$ cat src/rtl/sys_bus_periph_pkg.sv
// Shared constants for the system-bus peripheral block: region IDs, register word offsets,
// CTRL bit positions and the region decoder used by the top level.
package sys_bus_periph_pkg;

  localparam logic TRUE  = 1'b1;
  localparam logic FALSE = 1'b0;

  // Address bits [31:28] select the region.
  localparam logic [3:0] TIMER_REGION = 4'h1;
  localparam logic [3:0] GPIO_REGION  = 4'h2;

  // Timer register word offsets (address bits [3:2]).
  localparam logic [1:0] TMR_CTRL   = 2'd0;
  localparam logic [1:0] TMR_COUNT  = 2'd1;
  localparam logic [1:0] TMR_CMP    = 2'd2;
  localparam logic [1:0] TMR_STATUS = 2'd3;

  // GPIO register word offsets (address bits [3:2]).
  localparam logic [1:0] GPIO_OUT = 2'd0;
  localparam logic [1:0] GPIO_DIR = 2'd1;
  localparam logic [1:0] GPIO_IN  = 2'd2;

  // CTRL bit indices.
  localparam int unsigned CTRL_EN   = 0;
  localparam int unsigned CTRL_IE   = 1;
  localparam int unsigned CTRL_AUTO = 2;

  typedef enum logic [1:0] {
    RegionNone,
    RegionTimer,
    RegionGpio
  } region_e;

  // Each region is a 16-byte window at its base; anything else is unmapped.
  function automatic region_e decode_region(logic [31:0] adr);
    region_e region;
    region = RegionNone;
    if (adr[27:4] == '0) begin
      if (adr[31:28] == TIMER_REGION) begin
        region = RegionTimer;
      end else if (adr[31:28] == GPIO_REGION && adr[3:2] != 2'd3) begin
        region = RegionGpio;
      end
    end
    return region;
  endfunction

endpackage

$ cat src/rtl/sys_bus_periph_timer.sv
// Machine timer: prescaler, COUNT, CMP, CTRL, PEND and the registered interrupt flag.
// Simple register interface: sel/we/addr(word)/wdata in, combinational rdata out.
module sys_timer
  import sys_bus_periph_pkg::*;
#(
  parameter int unsigned PRESCALE = 16
) (
  input  logic        clk,
  input  logic        rst_n,
  input  logic        sel,
  input  logic        we,
  input  logic [1:0]  addr,
  input  logic [31:0] wdata,
  output logic [31:0] rdata,
  output logic        int_flag_o
);

  localparam logic [15:0] PrescMax = 16'(PRESCALE - 1);

  logic [15:0] presc_q;
  logic [2:0]  ctrl_q;
  logic [31:0] count_q;
  logic [31:0] cmp_q;
  logic        pend_q;
  logic        int_flag_q;

  logic wr;
  logic tick;
  logic count_wr;
  logic match;

  // Tick and match qualification from current register state.
  always_comb begin
    wr       = sel & we;
    tick     = ctrl_q[CTRL_EN] && (presc_q == PrescMax);
    count_wr = wr && (addr == TMR_COUNT);
    // A COUNT write on a tick cycle suppresses the match check.
    match    = tick && !count_wr && (count_q == cmp_q);
  end

  // Prescaler runs only while enabled and is parked at zero otherwise.
  always_ff @(posedge clk or negedge rst_n) begin
    if (!rst_n) begin
      presc_q <= '0;
    end else if (!ctrl_q[CTRL_EN] || tick) begin
      presc_q <= '0;
    end else begin
      presc_q <= presc_q + 16'd1;
    end
  end

  // CTRL and CMP are plain bus-written registers.
  always_ff @(posedge clk or negedge rst_n) begin
    if (!rst_n) begin
      ctrl_q <= '0;
      cmp_q  <= '0;
    end else begin
      if (wr && addr == TMR_CTRL) ctrl_q <= wdata[2:0];
      if (wr && addr == TMR_CMP)  cmp_q  <= wdata;
    end
  end

  // COUNT: a bus write beats the tick; AUTO reloads zero on a match.
  always_ff @(posedge clk or negedge rst_n) begin
    if (!rst_n) begin
      count_q <= '0;
    end else if (count_wr) begin
      count_q <= wdata;
    end else if (tick) begin
      count_q <= (match && ctrl_q[CTRL_AUTO]) ? 32'd0 : count_q + 32'd1;
    end
  end

  // PEND: a new match wins over a same-cycle write-1-to-clear.
  always_ff @(posedge clk or negedge rst_n) begin
    if (!rst_n) begin
      pend_q <= FALSE;
    end else if (match) begin
      pend_q <= TRUE;
    end else if (wr && addr == TMR_STATUS && wdata[0]) begin
      pend_q <= FALSE;
    end
  end

  // Interrupt is a registered copy of PEND gated by IE.
  always_ff @(posedge clk or negedge rst_n) begin
    if (!rst_n) begin
      int_flag_q <= FALSE;
    end else begin
      int_flag_q <= pend_q & ctrl_q[CTRL_IE];
    end
  end

  assign int_flag_o = int_flag_q;

  // Register read mux.
  always_comb begin
    rdata = '0;
    unique case (addr)
      TMR_CTRL:   rdata = {29'd0, ctrl_q};
      TMR_COUNT:  rdata = count_q;
      TMR_CMP:    rdata = cmp_q;
      TMR_STATUS: rdata = {31'd0, pend_q};
      default:    rdata = '0;
    endcase
  end

endmodule

$ cat src/rtl/sys_bus_periph.sv
// System-bus peripheral block: decodes the timer (0x1xxx_xxxx) and GPIO (0x2xxx_xxxx) regions,
// muxes read data back to the CPU and holds the GPIO registers.
// GPIO is only present when SYS_BUS_GPIO_EN is defined; otherwise the 0x2 region is unmapped
// and the GPIO ports are tied off.
module sys_bus_periph
  import sys_bus_periph_pkg::*;
#(
  parameter int unsigned PRESCALE   = 16,
  parameter int unsigned GPIO_WIDTH = 8
) (
  input  logic                  clk,
  input  logic                  rst_n,
  input  logic                  sys_bus_request,
  input  logic                  sys_bus_we,
  input  logic [31:0]           sys_bus_adr,
  input  logic [31:0]           sys_bus_wdata,
  output logic [31:0]           sys_bus_rdata,
  output logic                  int_flag_o,
  input  logic [GPIO_WIDTH-1:0] gpio_in,
  output logic [GPIO_WIDTH-1:0] gpio_out,
  output logic [GPIO_WIDTH-1:0] gpio_oe
);

  region_e     region;
  logic        rd;
  logic        timer_sel;
  logic [1:0]  word;
  logic [31:0] timer_rdata;
  logic [31:0] gpio_rdata;
  logic        unused_bits;

  assign region      = decode_region(sys_bus_adr);
  assign rd          = sys_bus_request & ~sys_bus_we;
  assign timer_sel   = sys_bus_request && (region == RegionTimer);
  assign word        = sys_bus_adr[3:2];
  assign unused_bits = ^{sys_bus_adr[1:0], sys_bus_wdata};

  sys_timer #(
    .PRESCALE (PRESCALE)
  ) u_timer (
    .clk        (clk),
    .rst_n      (rst_n),
    .sel        (timer_sel),
    .we         (sys_bus_we),
    .addr       (word),
    .wdata      (sys_bus_wdata),
    .rdata      (timer_rdata),
    .int_flag_o (int_flag_o)
  );

`ifdef SYS_BUS_GPIO_EN
  logic [GPIO_WIDTH-1:0] out_q;
  logic [GPIO_WIDTH-1:0] dir_q;
  logic [GPIO_WIDTH-1:0] sync1_q;
  logic [GPIO_WIDTH-1:0] sync2_q;
  logic                  gpio_wr;

  assign gpio_wr = sys_bus_request && sys_bus_we && (region == RegionGpio);

  // Bus-writable pad output value and direction registers.
  always_ff @(posedge clk or negedge rst_n) begin
    if (!rst_n) begin
      out_q <= '0;
      dir_q <= '0;
    end else if (gpio_wr) begin
      if (word == GPIO_OUT) out_q <= sys_bus_wdata[GPIO_WIDTH-1:0];
      if (word == GPIO_DIR) dir_q <= sys_bus_wdata[GPIO_WIDTH-1:0];
    end
  end

  // Two-flop synchronizer for the asynchronous pad inputs.
  always_ff @(posedge clk or negedge rst_n) begin
    if (!rst_n) begin
      sync1_q <= '0;
      sync2_q <= '0;
    end else begin
      sync1_q <= gpio_in;
      sync2_q <= sync1_q;
    end
  end

  // GPIO register read mux; IN is read-only.
  always_comb begin
    gpio_rdata = '0;
    unique case (word)
      GPIO_OUT: gpio_rdata = 32'(out_q);
      GPIO_DIR: gpio_rdata = 32'(dir_q);
      GPIO_IN:  gpio_rdata = 32'(sync2_q);
      default:  gpio_rdata = '0;
    endcase
  end

  assign gpio_out = out_q;
  assign gpio_oe  = dir_q;
`else
  logic unused_gpio_in;

  assign unused_gpio_in = ^gpio_in;
  assign gpio_rdata     = '0;
  assign gpio_out       = '0;
  assign gpio_oe        = '0;
`endif

  // Read data is zero unless a read hits a mapped register.
  always_comb begin
    sys_bus_rdata = '0;
    if (rd) begin
      unique case (region)
        RegionTimer: sys_bus_rdata = timer_rdata;
        RegionGpio:  sys_bus_rdata = gpio_rdata;
        default:     sys_bus_rdata = '0;
      endcase
    end
  end

endmodule
$ cat config.mk
export PLATFORM = sky130hd
export DESIGN_NAME = sys_bus_periph
export DESIGN_NICKNAME = d
export VERILOG_FILES = /design/src/rtl/sys_bus_periph_pkg.sv /design/src/rtl/sys_bus_periph_timer.sv /design/src/rtl/sys_bus_periph.sv
export SDC_FILE = /design/constraint.sdc
export NUM_CORES = 1
export LEC_CHECK = 0
export BUFFER_PORTS_ARGS = -buffer_cell sky130_fd_sc_hd__buf_2
export CAP_MARGIN = 5
export CORE_ASPECT_RATIO = 1.5
export CORE_UTILIZATION = 60
export CTS_BUF_LIST = sky130_fd_sc_hd__clkbuf_2
export DETAILED_ROUTE_END_ITERATION = 7
export PLACE_DENSITY = 0.85
export SYNTH_ARGS = -nofsm -noshare
export SYNTH_HDL_FRONTEND = slang
export SYNTH_SLANG_ARGS = --single-unit
$ cat constraint.sdc
create_clock -name clk -period 5.2 [get_ports clk]
set_input_delay 0.26 -clock clk [delete_from_list [all_inputs] [get_ports clk]]
set_output_delay 0.26 -clock clk [all_outputs]
set_load 0.005 [all_outputs]
==> results.cfg <==
[global_routing]
grt_first_pass_wirelength_um = 22240
antenna_found_initial = 0
globalRouteTotalUtil = 0.3180
grt_max_degree = 86
grt_pass1_vias = 4673
grt-ovfl-total = 0

[logic_synthesis]
syn_area_per_cell_sq_um = 8.972
synth_top_area_cell = dfrtp_1
async_reset_ff_frac = 1.000
ys_ff_latch = 85
netlist_area_sq_um = 5266
yosysTopAreaCellShare = 0.4039
synthCells = 587
synth_warnings = 0
synth_ff_type = dfrtp_1
synth_area_leaders = dfrtp_1 (40%), mux2_2 (7.5%), nor2_1 (7.5%)
synth_edf_count = 0
synth_cell_types = 52
yosysSeqAreaShare = 0.4039

[hold_path]
hp-class = primary input to flop
whs_path_depth = 4

[floorplanning]
core_area_sq_um = 8464
fp.dieH_um = 116.7
io_pins = 125
fp.dieW_um = 78.50
dieArea_sq_um = 9164
rows = 41
start_util = 0.6222

[clocking]
cts_root_buf = clkbuf_2
cts.clk_slew.worst_paths_ns = 0.22
cts_buffers = 9
cts_resized = 0
cts_buffer_depth = 2
cts_tree = done
clk_latency_ns = 0.58
cts_max_level = 3
cts_sinks = 85

[routing]
drc = 0
avgViaCountPerCell = 6.135
drtPass1Iterations = 5
routed_wirelength_um = 13970
drt_iter0_drc = 390
wl_per_cell_um = 17.41
via_count = 4920
drtAntennaViolNets = 0

[worst_setup_path]
ff2ff_setup_slack_ns = 1.94
worstSetupPathType = flop to flop
startpoint_type = flop
r2r_end = u_timer.count_q[11]
r2r_cells = 8
critical_path_arrival_ns = 3.77
critical_path_required_ns = 5.71
path_max_fanout = 29
reg2reg_from = u_timer.presc_q[0]
crit_chain = ha_1, and3_1, and4_1, nand2_1, nor2_1, buf_4, nand4b_1, a31oi_1
crit_slowest_cell = nor2_1
crit_path_end_kind = flop
crit_end = u_timer.count_q[11]
max_stage_delay_ns = 0.80
crit_start = u_timer.presc_q[0]

[timing]
finalMaxSlewViolations = 0
setup_tns_ns = 0
period_share = 0.6278
maxSlewHeadroom = 0.2391
tightest_slew_ns = 1.141
hold_violations = 0
hold_ws_ns = 0.09232
setup_viol = 0
rsz0062_at_grt = false
fmax_mhz = 306.3
min_period_ns = 3.265
fin_skew_ns = 0.03423

[final_layout]
fin_util = 0.7245
syn_to_final_growth_pct = 16.44
fin_nets = 768
postLayoutCellArea_sq_um = 6132
drive_gt1_frac = 0.2345
num_antenna_cells = 0

[placed_design]
hpwl_um = 9518
place.gp.congestion = 0.9276
io_buffers = 98
placed_cell_area_sq_um = 5698

[power]
leakage_nw = 2.665
power_density_nw_per_um2 = 177.6
ir_drop_v = 0.0001298

[flow_run]
drv_cap = 0

[status]
status = finished, final reports clean
synthesized netlist by cell type, types with 2 or more instances:
library cell,instances
nand3_1,25
nand2_1,30
and4_1,2
nor3_1,5
xor2_1,8
clkbuf_1,36
o21ai_0,14
nor4b_1,2
a221oi_1,6
buf_2,3
inv_1,3
or4_1,3
nand4_1,19
a21oi_1,14
nand4b_1,3
nand3b_1,6
mux2_2,35
and2_1,4
a21o_1,10
nor2_1,105
o211ai_1,4
mux2i_1,2
dfrtp_1,85
nand2b_1,2
nor2b_1,7
xnor2_1,38
o21a_1,6
o31ai_1,3
a31oi_1,14
a22oi_1,31
buf_4,18
nor4_1,10
or3_1,6
ha_1,2
o22a_1,3
and3_1,7
sequential cells by signal, summed over array words and instances (netlist names):
signal and cells:
u_timer.cmp_q 32, u_timer.pend_q 1, u_timer.ctrl_q 3, u_timer.count_q 32, u_timer.int_flag_o 1, u_timer.presc_q 16
worst min path at each step:
stage                  startpoint            endpoint  slack, ns
3_3_place_gp   u_timer.presc_q[0]  u_timer.presc_q[0]       0.44
4_1_cts            sys_bus_adr[2]      u_timer.pend_q       0.07
5_1_grt            sys_bus_adr[2]      u_timer.pend_q        0.1
3_5_place_dp   u_timer.presc_q[0]  u_timer.presc_q[0]       0.45
6_report           sys_bus_adr[2]      u_timer.pend_q       0.09
2_1_floorplan               rst_n    u_timer.cmp_q[0]      -0.04
logic make-up after synthesis:
logic type	synth area share
buffers and inverters	0.05797
adder cells (fa/ha/maj)	0.004751
AND/OR/NAND/NOR	0.2328
multiplexers	0.08292
other	0.0007121
flip-flops	0.4039
AO/OA/AOI/OAI	0.1404
XOR/XNOR	0.07650
metal layers:
metal	share of wire	GRT usage
met1	0.39	0.3641
met2	0.51	0.5532
met3	0.054	0.05703
met4	0.047	0.1926
met5	0	0
power breakdown:
part	total [mW]	internal [mW]	switching, mW
registers	0.662	0.662	0.0000000146
logic	0.0844	0.0406	0.0438
clock network	0.342	0.120	0.222
through the flow:
step	total power, mW	instances	setup slack (ns)
after CTS	1.093	802	2.058
after floorplan	0.7012	602	2.909
after global routing	1.126	802	1.733
after detailed placement	0.7383	753	2.097
after global placement	0.7373	753	2.105
final	1.089	802	1.935
area by class of cell:
type                       instances  area (sq um)
tap                              107         133.9
timing repair buffer             136         860.8
clock inverter                     2         33.78
multi-input combinational        455          2895
sequential                        85          2127
inverter                           3         11.26
fill                             642          2332
clock buffer                      14         70.07
critical path: cells and delay by family, from the launching register on:
family | cells | cell delay [ns]
AND/OR/NAND/NOR | 5 | 2.05
flip-flops | 1 | 0.42
buffers and inverters | 1 | 0.33
adder cells (fa/ha/maj) | 1 | 0.19
AO/OA/AOI/OAI | 1 | 0.19
layout by cell type, fill, tap and decap left out, types with 3 or more instances in the layout:
master,instances
a31oi_1,14
nor2b_1,5
o211ai_1,4
xor2_1,8
o22a_1,3
conb_1,16
and3_1,7
nand2_1,30
nor2_1,105
nand3b_1,6
xnor2_1,38
or4_1,3
a21oi_1,14
buf_2,97
or3_1,6
inv_1,3
and2_1,4
a22oi_1,31
nand4b_1,3
nand3_1,25
nor4_1,10
nand4_1,19
buf_4,6
dfrtp_1,85
mux2_2,35
clkbuf_2,14
nor3_1,5
dlygate4sd3_1,33
o21a_1,6
a221oi_1,6
o31ai_1,3
a21o_1,10
o21ai_0,14
repair_timing:
action | 4_1_cts | 5_1_grt
endpoints found under the hold margin | 152 | 0
hold buffers | 33 | 0
setup buffers | 0 | 0
Note: power is estimated with default switching activity, not from simulation.
